--- config.mk ---
export PLATFORM = sky130hd
export DESIGN_NAME = magic_button_ctrl_flat
export DESIGN_NICKNAME = d
export VERILOG_FILES = /design/src/rtl/magic_button_ctrl_pkg.sv /design/src/rtl/magic_button_ctrl_if.sv /design/src/rtl/magic_button_ctrl_debounce.sv /design/src/rtl/magic_button_ctrl.sv /design/src/flat_wrapper.sv
export SDC_FILE = /design/constraint.sdc
export NUM_CORES = 1
export LEC_CHECK = 0
export BUFFER_PORTS_ARGS = -buffer_cell sky130_fd_sc_hd__buf_2
export CORE_ASPECT_RATIO = 0.5
export CORE_UTILIZATION = 53
export CTS_BUF_LIST = sky130_fd_sc_hd__clkbuf_8
export CTS_CLUSTER_SIZE = 8
export DETAILED_ROUTE_END_ITERATION = 10
export PLACE_DENSITY = 0.73
export SLEW_MARGIN = 20
export SYNTH_ARGS = -nofsm -noshare
export SYNTH_HDL_FRONTEND = slang
export SYNTH_SLANG_ARGS = --single-unit
--- constraint.sdc ---
create_clock -name clk28 -period 1.8 [get_ports clk28]
set_input_delay 0.36 -clock clk28 [delete_from_list [all_inputs] [get_ports clk28]]
set_output_delay 0.36 -clock clk28 [all_outputs]
set_load 0.005 [all_outputs]
--- src/rtl/magic_button_ctrl_pkg.sv ---
// Shared types and defaults for the magic button front end.
package magic_button_ctrl_pkg;

  typedef enum logic [1:0] {
    MB_IDLE,
    MB_HELD,
    MB_REQ,
    MB_WAIT_REL
  } magicbtn_state_t;

  localparam int unsigned MB_DEBOUNCE_CYCLES = 280000;
  localparam int unsigned MB_LONG_FRAMES     = 100;
  localparam int unsigned MB_REQ_TIMEOUT     = 8;

  // Bits needed for a saturating counter that must be able to hold max_val.
  function automatic int unsigned cnt_width(input int unsigned max_val);
    return (max_val < 1) ? 1 : $clog2(max_val + 1);
  endfunction

endpackage

--- src/rtl/magic_button_ctrl_if.sv ---
// Request/acceptance link between the button front end and the magic controller.
interface magic_button_ctrl_if;
  logic magic_button;
  logic reboot_req;
  logic magic_mode;

  modport master (output magic_button, output reboot_req, input magic_mode);
  modport slave  (input magic_button, input reboot_req, output magic_mode);
endinterface

--- src/rtl/magic_button_ctrl_debounce.sv ---
// 2-FF synchroniser plus stable-count debouncer; q follows d once d has differed for STABLE_CYCLES samples.
module magic_button_ctrl_debounce #(
  parameter int unsigned STABLE_CYCLES = 16,
  parameter logic        INIT          = 1'b1
) (
  input  logic clk,
  input  logic rst,
  input  logic d,
  output logic q
);

  localparam int unsigned CW = (STABLE_CYCLES < 2) ? 1 : $clog2(STABLE_CYCLES);

  logic          s1;
  logic          s2;
  logic [CW-1:0] cnt;

  // Counter holds at its top value on the toggle cycle and clears once q matches again.
  always_ff @(posedge clk) begin
    if (rst) begin
      s1  <= INIT;
      s2  <= INIT;
      q   <= INIT;
      cnt <= '0;
    end else begin
      s1 <= d;
      s2 <= s1;
      if (s2 == q) begin
        cnt <= '0;
      end else if (cnt == CW'(STABLE_CYCLES - 1)) begin
        q <= s2;
      end else begin
        cnt <= cnt + CW'(1);
      end
    end
  end

endmodule

--- src/rtl/magic_button_ctrl.sv ---
// Magic button front end: debounced short press -> frame-aligned request, long press -> reboot pulse.
// Optional keyboard hotkey path enabled by defining MAGIC_KBD_HOTKEY_EN.
module magic_button_ctrl
  import magic_button_ctrl_pkg::*;
#(
  parameter int unsigned DEBOUNCE_CYCLES = MB_DEBOUNCE_CYCLES,
  parameter int unsigned LONG_FRAMES     = MB_LONG_FRAMES,
  parameter int unsigned REQ_TIMEOUT     = MB_REQ_TIMEOUT
) (
  input  logic                       clk28,
  input  logic                       rst,
  input  logic                       n_btn_raw,
  input  logic                       kbd_magic,
  input  logic                       n_int,
  magic_button_ctrl_if.master        mb,
  output logic                       btn_pressed
);

  localparam int unsigned FW = cnt_width(LONG_FRAMES);
  localparam int unsigned RW = cnt_width(REQ_TIMEOUT);

  magicbtn_state_t state;
  magicbtn_state_t state_nxt;
  logic [FW-1:0]   frame_cnt;
  logic [FW-1:0]   frame_cnt_nxt;
  logic [FW-1:0]   frame_inc;
  logic [RW-1:0]   req_cnt;
  logic [RW-1:0]   req_cnt_nxt;
  logic [RW-1:0]   req_inc;
  logic            magic_button_q;
  logic            magic_button_nxt;
  logic            reboot_req_q;
  logic            reboot_req_nxt;
  logic            n_btn_db;
  logic            btn_prev;
  logic            n_int_q;
  logic            n_int_qq;
  logic            tick_c;
  logic            press_c;
  logic            kbd_rise_c;

  magic_button_ctrl_debounce #(
    .STABLE_CYCLES (DEBOUNCE_CYCLES),
    .INIT          (1'b1)
  ) u_btn_db (
    .clk (clk28),
    .rst (rst),
    .d   (n_btn_raw),
    .q   (n_btn_db)
  );

  assign btn_pressed     = ~n_btn_db;
  assign mb.magic_button = magic_button_q;
  assign mb.reboot_req   = reboot_req_q;

`ifdef MAGIC_KBD_HOTKEY_EN
  logic kbd_s1;
  logic kbd_s2;
  logic kbd_prev;

  // Keyboard level is already clean; synchronise only.
  always_ff @(posedge clk28) begin
    if (rst) begin
      kbd_s1   <= 1'b0;
      kbd_s2   <= 1'b0;
      kbd_prev <= 1'b0;
    end else begin
      kbd_s1   <= kbd_magic;
      kbd_s2   <= kbd_s1;
      kbd_prev <= kbd_s2;
    end
  end

  assign kbd_rise_c = kbd_s2 & ~kbd_prev;
`else
  logic unused_kbd;
  assign unused_kbd = kbd_magic;
  assign kbd_rise_c = 1'b0;
`endif

  // Frame tick and press-edge detection.
  always_ff @(posedge clk28) begin
    if (rst) begin
      n_int_q  <= 1'b1;
      n_int_qq <= 1'b1;
      btn_prev <= 1'b0;
    end else begin
      n_int_q  <= n_int;
      n_int_qq <= n_int_q;
      btn_prev <= btn_pressed;
    end
  end

  assign tick_c  = n_int_qq & ~n_int_q;
  assign press_c = btn_pressed & ~btn_prev;

  assign frame_inc = (frame_cnt == FW'(LONG_FRAMES)) ? frame_cnt : frame_cnt + FW'(1);
  assign req_inc   = (req_cnt == RW'(REQ_TIMEOUT)) ? req_cnt : req_cnt + RW'(1);

  always_ff @(posedge clk28) begin
    if (rst) begin
      state          <= MB_IDLE;
      frame_cnt      <= '0;
      req_cnt        <= '0;
      magic_button_q <= 1'b0;
      reboot_req_q   <= 1'b0;
    end else begin
      state          <= state_nxt;
      frame_cnt      <= frame_cnt_nxt;
      req_cnt        <= req_cnt_nxt;
      magic_button_q <= magic_button_nxt;
      reboot_req_q   <= reboot_req_nxt;
    end
  end

  // A tick reaching the long-press limit beats a release on the same cycle.
  always_comb begin
    state_nxt        = state;
    frame_cnt_nxt    = frame_cnt;
    req_cnt_nxt      = req_cnt;
    magic_button_nxt = 1'b0;
    reboot_req_nxt   = 1'b0;
    unique case (state)
      MB_IDLE: begin
        if (press_c) begin
          state_nxt     = MB_HELD;
          frame_cnt_nxt = '0;
        end else if (kbd_rise_c) begin
          state_nxt        = MB_REQ;
          req_cnt_nxt      = '0;
          magic_button_nxt = 1'b1;
        end
      end
      MB_HELD: begin
        if (tick_c) begin
          frame_cnt_nxt = frame_inc;
        end
        if (tick_c && (frame_inc == FW'(LONG_FRAMES))) begin
          state_nxt      = MB_WAIT_REL;
          reboot_req_nxt = 1'b1;
        end else if (!btn_pressed) begin
          state_nxt        = MB_REQ;
          req_cnt_nxt      = '0;
          magic_button_nxt = 1'b1;
        end
      end
      MB_REQ: begin
        magic_button_nxt = 1'b1;
        if (tick_c) begin
          req_cnt_nxt = req_inc;
        end
        // Acceptance only counts once the controller has seen at least one frame.
        if ((mb.magic_mode && (req_cnt != '0)) ||
            (tick_c && (req_inc == RW'(REQ_TIMEOUT)))) begin
          state_nxt        = MB_IDLE;
          magic_button_nxt = 1'b0;
        end
      end
      MB_WAIT_REL: begin
        if (!btn_pressed) begin
          state_nxt = MB_IDLE;
        end
      end
    endcase
  end

endmodule

--- src/flat_wrapper.sv ---
// flat-port wrapper written by rule: the top's interface ports become plain ports
module magic_button_ctrl_flat import magic_button_ctrl_pkg::*;
#(
  parameter int unsigned DEBOUNCE_CYCLES = MB_DEBOUNCE_CYCLES,
  parameter int unsigned LONG_FRAMES     = MB_LONG_FRAMES,
  parameter int unsigned REQ_TIMEOUT     = MB_REQ_TIMEOUT
)
  (clk28, rst, n_btn_raw, kbd_magic, n_int, btn_pressed, mb_magic_button, mb_reboot_req, mb_magic_mode);
  magic_button_ctrl_if mb_i ();
  input  logic clk28;
  input  logic rst;
  input  logic n_btn_raw;
  input  logic kbd_magic;
  input  logic n_int;
  output logic btn_pressed;
  output wire logic [$bits(mb_i.magic_button)-1:0] mb_magic_button;
  output wire logic [$bits(mb_i.reboot_req)-1:0] mb_reboot_req;
  input wire logic [$bits(mb_i.magic_mode)-1:0] mb_magic_mode;
  assign mb_magic_button = mb_i.magic_button;
  assign mb_reboot_req = mb_i.reboot_req;
  assign mb_i.magic_mode = mb_magic_mode;
  magic_button_ctrl #(.DEBOUNCE_CYCLES(DEBOUNCE_CYCLES), .LONG_FRAMES(LONG_FRAMES), .REQ_TIMEOUT(REQ_TIMEOUT)) u_core (.clk28(clk28), .rst(rst), .n_btn_raw(n_btn_raw), .kbd_magic(kbd_magic), .n_int(n_int), .mb(mb_i), .btn_pressed(btn_pressed));
endmodule
==> metrics.md, run 1 <==
| Metric | Value |
|---|---|
| Outcome | finished with violations |
| Failing checks | negative setup slack |
| Global-route wire length before repair | 8040 um |
| Dpl hpwl | ~3600 um |
| Main flop type after synthesis | dfxtp_1 |
| H-tree depth | 2 |
| RSZ-0062 raised after global routing | true |
| RR Startpoint | u_core.frame_cnt[0] |
| Slew HR | 73.5% |
| Post-Syn Instances | 269 |
| Tmin final | 1.82 ns |
| Final Hold Vio Count | 0 |
| Worst-path maximum fanout | 4 |
| Post-route ant nets | 0 |
| Worst Path Required | 2.03 ns |
| Setup ws final | -0.0161 ns |
| Worst Setup Path Type | reg2reg |
| Detailed Route WL | 5190 um |
| Yosys Warn Count | 0 |
| GP Congestion | roughly 0.88 |
| Post-synth top area share | between 30 and 40% |
| Die Ht | 48.2 um |
| Tcrit/Tclk final | 101% |
| Actual slew at the worst max-slew pin | 0.396 ns |
| Synth area leaders | dfxtp_1 35%, nor2_1 6.6%, ha_1 5.0% |
| Syn nets | around 280 |
| Crit path DAT | approximately 2.1 ns |
| Die area | 0.00454 mm2 |
| Leakage power | 0.00110 uW |
| VDD IR max | 0.398 mV |
| Die width | 94.3 um |
| Post-layout util | 72.0% |
| Register clock-pin slew on the reported worst setup and hold paths | 0.09 ns |
| Setup crit end kind | register |
| Avg Inst Size Synth | 8.40 um2 |
| Mapped cell area | between 0.002 and 0.0025 mm2 |
| Initial antenna violation count | 0 |
| Critical Path Start Type | register |
| Area Overhead vs Synth | 27.0% |
| Starting Density | 56.7% |
| CTS tree | built |
| Number of synthesized flops with an enable pin | 0 |
| Clock sink count | 40 |
| Worst reg-to-reg setup slack | -0.02 ns |
| Largest net degree at the start of global routing | 19 |
| Hold slack | 0.236 ns |
| Core Area | 0.00398 mm2 |
| Hold crit path type | in2reg |
| Pre-CTS WS | -0.108 ns |
| Synth async-reset ratio | 0% |
| Routed WL per cell | around 14 um |
| Num CTS Buffers | 5 |
| Max-Cap Viols | 0 |
| Nets | 329 |
| Final Skew | 0.00842 ns |
| IO Pins | 9 |
| Worst Setup SP | u_core.frame_cnt[0] |
| Synth cell types | 61 |
| Pwr Density | 818 mW/mm2 |
| Rows | 16 |
| Total number of vias | 2,106 |
| CTS root buf | clkbuf_8 |
| Clk_lat worst skew | ~0.3 ns |
| Critical R2R Capture | u_core.req_cnt[1] |
| Multi-input gate area | 0.00149 mm2 |
| GR Overflow Total | 0 |
| Final max-slew violation count | 0 |
| Remaining routing DRC violations | 0 |
| Port bufs | 7 |
| CTS Hold Buffers Added | 0 |
| Share of cells above drive strength 1 | 31.4% |
| Vias in the first global route | approximately 1,900 |
| Setup crit end | u_core.req_cnt[1] |
| Largest area contributor in the netlist | dfxtp_1 |
| Setup-failing EPs final | 1 |
| Most frequent cells in the layout | 40 x nor2_1, 39 x buf_4, 32 x dfxtp_1 |
| Setup TNS | -0.0161 ns |
| Reg2reg path depth | 8 |
| FMAX | ~550 MHz |
| Fillers | 283 |
| Initial DRC Count | 137 |
| Sequential area share after synthesis | 35.4% |
| Register area | slightly above 800 um2 |
| Commonest non-fill, non-tap cell in the layout | nor2_1 |
| Synth Register Bits | 40 |
| Detailed Routing Iterations Pass 1 | 4 |
| Gr usage total | between 20 and 25% |
| Via/cell ratio | 5.71 |
| N_diodes | 0 |
| CTS max path bufs | 2 |
## how the worst min path moves through the flow
| stage | start | endpoint | slack (ns) | cells after the start |
|---|---|---|---|---|
| floorplan | u_core.u_btn_db.s1 | u_core.u_btn_db.s2 | 0.39 | 1 |
| global placement | u_core.u_btn_db.s1 | u_core.u_btn_db.s2 | 0.40 | 1 |
| detailed placement | u_core.u_btn_db.s1 | u_core.u_btn_db.s2 | 0.40 | 1 |
| CTS | n_btn_raw | u_core.u_btn_db.s1 | 0.23 | 2 |
| global route | n_btn_raw | u_core.u_btn_db.s1 | 0.24 | 2 |
| finish | n_btn_raw | u_core.u_btn_db.s1 | 0.24 | 2 |
## stage by stage
step | instances | total power, uW | cell area, um2
after CTS | 367 | 2320 | 2780
after global routing | 369 | 2460 | 2870
final | 369 | 2350 | 2870
after floorplan | 269 | 1350 | 2260
after global placement | 356 | 1510 | 2570
after detailed placement | 356 | 1530 | 2570
## area by class of cell
type / count / share of cell area, %
clock buffers: 5 / 2.40
clock inverters: 3 / 1.61
inverters: 13 / 1.88
multi-input cells: 208 / 51.8
flip-flops and latches: 40 / 28.5
well taps: 54 / 2.35
repair buffers: 46 / 11.4
## synthesized netlist by cell type, types with 3 or more instances
cell,instances
nor2_1,40
nor2b_1,5
ha_1,9
nor3_1,4
a211oi_1,4
clkbuf_1,3
xor2_1,10
o21ai_0,10
nor3b_1,4
nand2_1,17
dfxtp_1,40
or2_2,4
and3_1,12
nand2b_1,4
o211ai_1,5
xnor2_1,9
nand3_1,15
a21oi_1,11
inv_1,12
## registers in the layout, summed over array words and instances (netlist names)
name and count:
u_core.mb.magic_button 1, u_core.req_cnt 4, u_core.btn_prev 1, u_core.u_btn_db.q 1
u_core.u_btn_db.s1 1, u_core.u_btn_db.s2 1, u_core.frame_cnt 7, u_core.u_btn_db.cnt 19
u_core.state 2, u_core.mb.reboot_req 1, u_core.n_int_q 1, u_core.n_int_qq 1
## critical path, cell delays in order, from the launching register on
cell and delay [ns]:
dfxtp_4 0.38, inv_4 0.06, ha_4 0.14, nand4bb_4 0.14, or2_4 0.29, a31oi_4 0.22
a31oi_4 0.13, mux2_4 0.32, nor2_2 0.07
## layer usage
layer	vias up	wire [um]	GRT usage (%)
met5	-	0	0
met4	0	24	4.92
met3	5	203	6.70
met2	45	2580	45.2
met1	1011	2390	26.5
li1	1045	-	-
## cell families (layout without fill, tap and decap cells)
kind of cell / Yosys count / count (layout) / synth area share, %
flops: 40 / 40 / 35.4
simple gates: 125 / 125 / 29.7
xor+xnor: 19 / 19 / 7.36
mux: 3 / 3 / 1.55
buf+inv: 21 / 67 / 4.26
compound gates: 52 / 52 / 16.7
fa+ha+maj: 9 / 9 / 4.98
## report_power, final
part	switching (uW)	internal, uW	leakage, uW	total (uW)
clock	343	418	0.0000548	761
combinational	363	286	0.000717	650
sequential	26.6	910	0.000328	936
## what timing repair did
item / CTS / global route
pin swaps: 14 / 13
hold endpoints to repair: 0 / 0
setup endpoints to repair: 8 / 18
setup buffers: 3 / 2
cloned: 0 / 0
gates resized for setup: 19 / 21
Note: power is estimated with default switching activity, not from simulation.
==> inputs of run 2 (changes only) <==
- CORE_UTILIZATION: 53 -> 55
- CTS_CLUSTER_DIAMETER: not set -> 200
- PLACE_DENSITY: 0.73 -> 0.75
==> run 2 against run 1 <==
Net effect: the flow now finishes without violations; register-to-register slack gained 0.05 ns; maximum frequency grew 2.8%; design area shrank 0.78%; global-route usage grew 0.84 points; critical path depth shrank 1; sequential power is essentially flat; total power shrank 4.5%; combinational power grew 7.8%; via count grew 2.5%; utilization grew 0.53 points.
==> metrics.md, run 2 (synthesized netlist as in run 1, its figures left out) <==
| Metric | Value |
|---|---|
| Outcome | finished clean |
| Hold Path Depth | 2 |
| Initial DRC Count | 151 |
| CTS Hold Buffers Added | 0 |
| Die width | 92.6 um |
| Final max-slew violation count | 0 |
| Worst Setup Path Type | reg2reg |
| CTS tree | built |
| VDD IR max | 0.448 mV |
| Top layer in use | met4 |
| Routed wl met3 | 329 um |
| Setup-failing EPs final | 0 |
| Die Ht | 47.3 um |
| Detailed Route WL | 5470 um |
| Via/cell ratio | 5.92 |
| Most frequent cells in the layout | 39 x nor2_1, 35 x buf_4, 33 x dfxtp_1 |
| N_diodes | 0 |
| Num CTS Buffers | 5 |
| Clock sink count | 40 |
| GR Overflow Total | 0 |
| Post-route ant nets | 0 |
| Cell Count Post-Placement | 353 |
| Hold slack | 0.235 ns |
| Rows | 16 |
| Starting Density | 57.6% |
| Regs by FF count | u_core.u_btn_db.cnt: 19 flops, u_core.frame_cnt: 7 flops, u_core.req_cnt: 4 flops |
| Final Hold Vio Count | 0 |
| Clk_lat worst skew | 0.30 ns |
| Non-filler cells, final | 365 |
| Tcrit/Tclk final | 98.1% |
| Fillers | 289 |
| RSZ-0062 raised after global routing | true |
| Max FFs per register | 19 |
| Register clock-pin slew on the reported worst setup and hold paths | 0.08 ns |
| Gr usage total | 24.0% |
| RR Startpoint | u_core.req_cnt[0] |
| Vias in the first global route | 1,797 |
| Final Skew | around 0.0059 ns |
| Fin area | 0.00285 mm2 |
| Reg2reg path depth | 7 |
| Hold EP | u_core.u_btn_db.s1 |
| Dpl hpwl | 3600 um |
| Slew HR | between 70 and 80% |
| Commonest non-fill, non-tap cell in the layout | nor2_1 |
| CTS max path bufs | 2 |
| Worst Setup SP | u_core.req_cnt[0] |
| DR WL met2 | 2760 um |
| Hold Path Origin | n_btn_raw |
| Tmin final | about 1.8 ns |
| Total number of vias | 2,159 |
| Largest net degree at the start of global routing | 19 |
| Die area | 0.00438 mm2 |
| Pwr Density | 787 mW/mm2 |
| Placed inst area | 0.00255 mm2 |
| Critical Path Start Type | register |
| Setup crit end kind | register |
| Max-Cap Viols | 0 |
| Share of cells above drive strength 1 | between 30% and 40% |
| Worst-path maximum fanout | 5 |
| Actual slew at the worst max-slew pin | between 0.4 and 0.5 ns |
| Area Overhead vs Synth | 26.0% |
| Wl on met1 | 2280 um |
| Leakage power | around 0.0011 uW |
| Most flops, register | u_core.u_btn_db.cnt |
| Worst reg-to-reg setup slack | ~0.034 ns |
| CTS root buf | clkbuf_8 |
| Worst Path Required | 1.98 ns |
| Core Area | 0.00392 mm2 |
| Hold crit path type | in2reg |
| Critical R2R Capture | u_core.state[0] |
| Crit path DAT | 1.95 ns |
| Remaining routing DRC violations | 0 |
| Global-route wire length before repair | 7980 um |
| Initial antenna violation count | 0 |
| Routed WL per cell | between 10 and 15 um |
| Nets | 326 |
| H-tree depth | 2 |
| FMAX | 566 MHz |
| Detailed Routing Iterations Pass 1 | 5 |
| Port bufs | 7 |
| IO Pins | 9 |
| GP Congestion | around 0.9 |
run 2: cell types whose count changed in the layout (fill, tap and decap cells not counted), moves of 2 or more:
cell and change:
buf_4 -4, o21ai_2 +2, ha_1 -2, o21ai_1 -2
run 2: per-layer routing:
metal  global-route usage (%)  vias up
li1                         -     1034
met1                     28.3     1042
met2                     42.8       68
met3                     6.96       15
met4                     11.1        0
met5                        0        -
run 2: power breakdown:
part | leakage (uW) | switching, uW | total (uW) | internal (uW)
Combinational | 0.000708 | 382 | 701 | 319
Clock | 0.0000400 | 340 | 603 | 263
Sequential | 0.000327 | 24.0 | 936 | 912
Total | 0.00108 | 746 | 2240 | 1490
run 2: worst max-delay path by stage:
stage                              endpoint  slack [ns]
after floorplan             u_core.state[0]       0.005
after global placement    u_core.req_cnt[1]       -0.03
after detailed placement  u_core.req_cnt[1]       -0.08
after CTS                 u_core.req_cnt[1]      -0.003
after global routing        u_core.state[1]       -0.05
final                       u_core.state[0]        0.03
run 2: worst max-delay path, stage by stage, from the launching register on:
cell	delay [ns]
dfxtp_2	0.34
ha_1	0.21
a21boi_0	0.12
a21oi_1	0.23
o311a_1	0.25
o21ai_2	0.10
o32ai_1	0.32
a221oi_2	0.08
run 2: layout make-up:
type,instances,area (um2),area share (%)
Inverter,13,53.8,1.89
Timing Repair Buffer,43,309,10.9
Clock inverter,2,12.5,0.440
Tap cell,54,67.6,2.37
Sequential cell,40,815,28.6
Multi-Input combinational cell,208,1520,53.4
Clock buffer,5,68.8,2.42
run 2: repair_timing:
item                       4_1_cts  5_1_grt
resized for setup               15       31
setup endpoints to repair        8       16
pin swaps                        9       13
cloned                           0        0
buffers inserted                 2        4
run 2: metrics by stage:
stage,power [uW],setup WS [ns],utilization [%],setup TNS [ns]
2_1_floorplan,1350,0.00479,-,0
3_3_place_gp,1490,-0.0348,65.0,-0.0505
3_5_place_dp,1510,-0.0765,65.0,-0.256
4_1_cts,2120,-0.00298,68.7,-0.00298
5_1_grt,2340,-0.0533,72.5,-0.204
6_report,2240,0.0338,72.5,0
==> inputs of run 3 (changes only) <==
- CAP_MARGIN: not set -> 25
- SYNTH_HIERARCHICAL: not set -> 1
==> run 3 against run 2 <==
Net effect: the run now ends with negative setup slack left; setup slack worse by 0.20 ns; count of clock-buffer cells in the layout stayed put; critical path depth stayed put; utilization is 1.6 points higher; maximum frequency is 10% lower; design area is 2.2% higher; via count is 3.0% higher; hold slack better by 0.0036 ns; routed wire length is 14% higher; register-to-register slack worse by 0.20 ns; cell count is 1.4% lower; sequential share of layout area is 0.67 points lower; critical path type unchanged; largest power group unchanged.
==> metrics.md, run 3 <==
| Metric | Value |
|---|---|
| Setup-failing EPs final | 6 |
| Routed WL per cell | 17.3 um |
| GR Overflow Total | 0 |
| Final Hold Vio Count | 0 |
| Sequential area share after synthesis | 35.4% |
| Dpl hpwl | 3810 um |
| Crit path DAT | 2.17 ns |
| Area Overhead vs Synth | 28.6% |
| Largest area contributor in the netlist | dfxtp_1 |
| Total number of vias | 2,224 |
| Via/cell ratio | 6.18 |
| VDD IR max | 0.479 mV |
| Synth async-reset ratio | 0% |
| FMAX | 508 MHz |
| Vias in the first global route | between 1,500 and 2,000 |
| Final max-slew violation count | 0 |
| Failing checks | negative setup slack |
| Die area | 0.00439 mm2 |
| Num CTS Buffers | 5 |
| Synth Register Bits | 40 |
| RR Startpoint | u_core/req_cnt[0] |
| Share of cells above drive strength 1 | 35.0% |
| Cell Count Post-Placement | approximately 350 |
| Worst Setup SP | u_core/req_cnt[0] |
| Die Ht | around 47 um |
| Most flops, register | u_core/u_btn_db/cnt |
| Register clock-pin slew on the reported worst setup and hold paths | ~0.09 ns |
| Initial antenna violation count | 0 |
| Pre-CTS WS | -0.121 ns |
| Hold crit path type | in2reg |
| Fin area | between 0.002 and 0.003 mm2 |
| RSZ-0062 raised after global routing | true |
| Die width | around 93 um |
| Register area | 813 um2 |
| Non-filler cells, final | 360 |
| Avg Inst Size Synth | 8.64 um2 |
| Synth area leaders | dfxtp_1 35%, ha_1 5.0%, xnor2_1 3.9% |
| Setup crit end kind | register |
| Starting Density | 57.7% |
| Initial DRC Count | 124 |
| Most frequent cell after synthesis | dfxtp_1 |
| H-tree depth | 2 |
| Setup ws final | -0.167 ns |
| Tcrit/Tclk final | 109% |
| Core Area | around 0.004 mm2 |
| Worst Path Required | 2.00 ns |
| Slew HR | 74.2% |
| Gr usage total | 26.9% |
| Syn nets | 277 |
| Most frequent cells in the layout | 37 x buf_4, 34 x dfxtp_1, 22 x nor2_1 |
| Multi-input gate area | between 0.0015 and 0.002 mm2 |
| Post-Syn Instances | 262 |
| Nets | 320 |
| Actual slew at the worst max-slew pin | 0.385 ns |
| Global-route wire length before repair | roughly 9000 um |
| Largest net degree at the start of global routing | 22 |
| Pwr Density | 803 mW/mm2 |
| Tmin final | 1.97 ns |
| Leakage power | 0.00105 uW |
| Max FFs per register | 19 |
| Synth cell types | 57 |
| Worst-path maximum fanout | 4 |
| Critical Path Start Type | register |
| Final Skew | 0.0139 ns |
| Main flop type after synthesis | dfxtp_1 |
| Post-route ant nets | 0 |
| Regs by FF count | u_core/u_btn_db/cnt: 19 flops, u_core/frame_cnt: 7 flops, u_core/req_cnt: 4 flops |
| Max-Cap Viols | 0 |
| CTS root buf | clkbuf_8 |
| IO Pins | 9 |
| Clock sink count | 40 |
| CTS tree | built |
| Synth cell count leaders | 40 x dfxtp_1, 23 x nor2_1, 15 x a21oi_1, 15 x nand2_1 |
| CTS Hold Buffers Added | 0 |
| Worst Setup Path Type | reg2reg |
| Tot Pwr | ~2300 uW |
| Fillers | 298 |
| Hold Path Depth | 2 |
| Rows | 16 |
| Detailed Routing Iterations Pass 1 | 5 |
| Mapped cell area | 0.00226 mm2 |
| Remaining routing DRC violations | 0 |
| Clk_lat worst skew | 0.31 ns |
| CTS max path bufs | 2 |
| Port bufs | 7 |
| Commonest non-fill, non-tap cell in the layout | buf_4 |
| Number of synthesized flops with an enable pin | 0 |
| Outcome | finished with violations |
| Detailed Route WL | 6220 um |
| Yosys Warn Count | 6 |
| Placed inst area | 0.00263 mm2 |
| Reg2reg path depth | 7 |
| Hold Path Origin | n_btn_raw |
| N_diodes | 0 |
| Post-synth top area share | 35.4% |
| Post-layout util | 74.2% |
| GP Congestion | just under 0.9 |
[run 3: per-layer routing]
| metal | wire length, um | vias to the layer above | global-route usage (%) |
|---|---|---|---|
| met2 | 3100 | 100 | 49.8 |
| met5 | 0 | - | 0 |
| met3 | 406 | 32 | 6.47 |
| met1 | 2500 | 1043 | 31.7 |
| met4 | 214 | 0 | 10.8 |
| li1 | - | 1049 | - |
[run 3: cell type report]
type | count | area share [%]
clock buffer | 5 | 2.36
clock inverter | 3 | 1.55
inverter | 11 | 1.59
multi-input combinational | 203 | 53.5
sequential | 40 | 27.9
tap | 54 | 2.32
timing repair buffer | 44 | 10.7
[run 3: critical path: stages (launching register included)]
cell,delay [ns]
dfxtp_2,0.35
inv_2,0.07
ha_4,0.17
nand3b_4,0.08
a211o_1,0.30
o311ai_4,0.39
nand3_4,0.16
a2111oi_4,0.33
[run 3: repair_timing]
action | in CTS | in global routing
setup endpoints to repair | 7 | 13
setup buffers | 2 | 1
pin swaps | 12 | 9
gates cloned | 0 | 0
resized for setup | 11 | 20
[run 3: cell families (layout without fill, tap and decap cells)]
group / Yosys count / after routing / share of synthesized area (%)
AO/OA/AOI/OAI: 61 / 61 / 19.1
multiplexers: 5 / 5 / 2.21
buffers and inverters: 19 / 63 / 4.04
adder cells (fa/ha/maj): 9 / 9 / 4.98
AND/OR/NAND/NOR: 113 / 113 / 28.5
XOR/XNOR: 15 / 15 / 5.80
flip-flops: 40 / 40 / 35.4
[run 3: worst paths after layout]
| path | to | slack, ns |
|---|---|---|
| setup / recovery | u_core/state[0] | -0.17 |
| hold / removal | u_core/u_btn_db/s1 | 0.24 |
| setup reg to reg | u_core/state[0] | -0.17 |
| hold reg to reg | u_core/u_btn_db/s2 | 0.43 |
[run 3: power breakdown]
part	switching [uW]	internal [uW]	total [uW]
Combinational	357	257	614
Sequential	24.3	911	935
Clock	368	419	788
Total	749	1590	2340
[run 3: metrics by stage]
step	hold slack, ns	TNS, ns
floorplan	0.389	-0.00997
global placement	0.392	-0.252
detailed placement	0.414	-0.490
CTS	0.237	-0.340
global route	0.226	-1.04
finish	0.239	-0.580
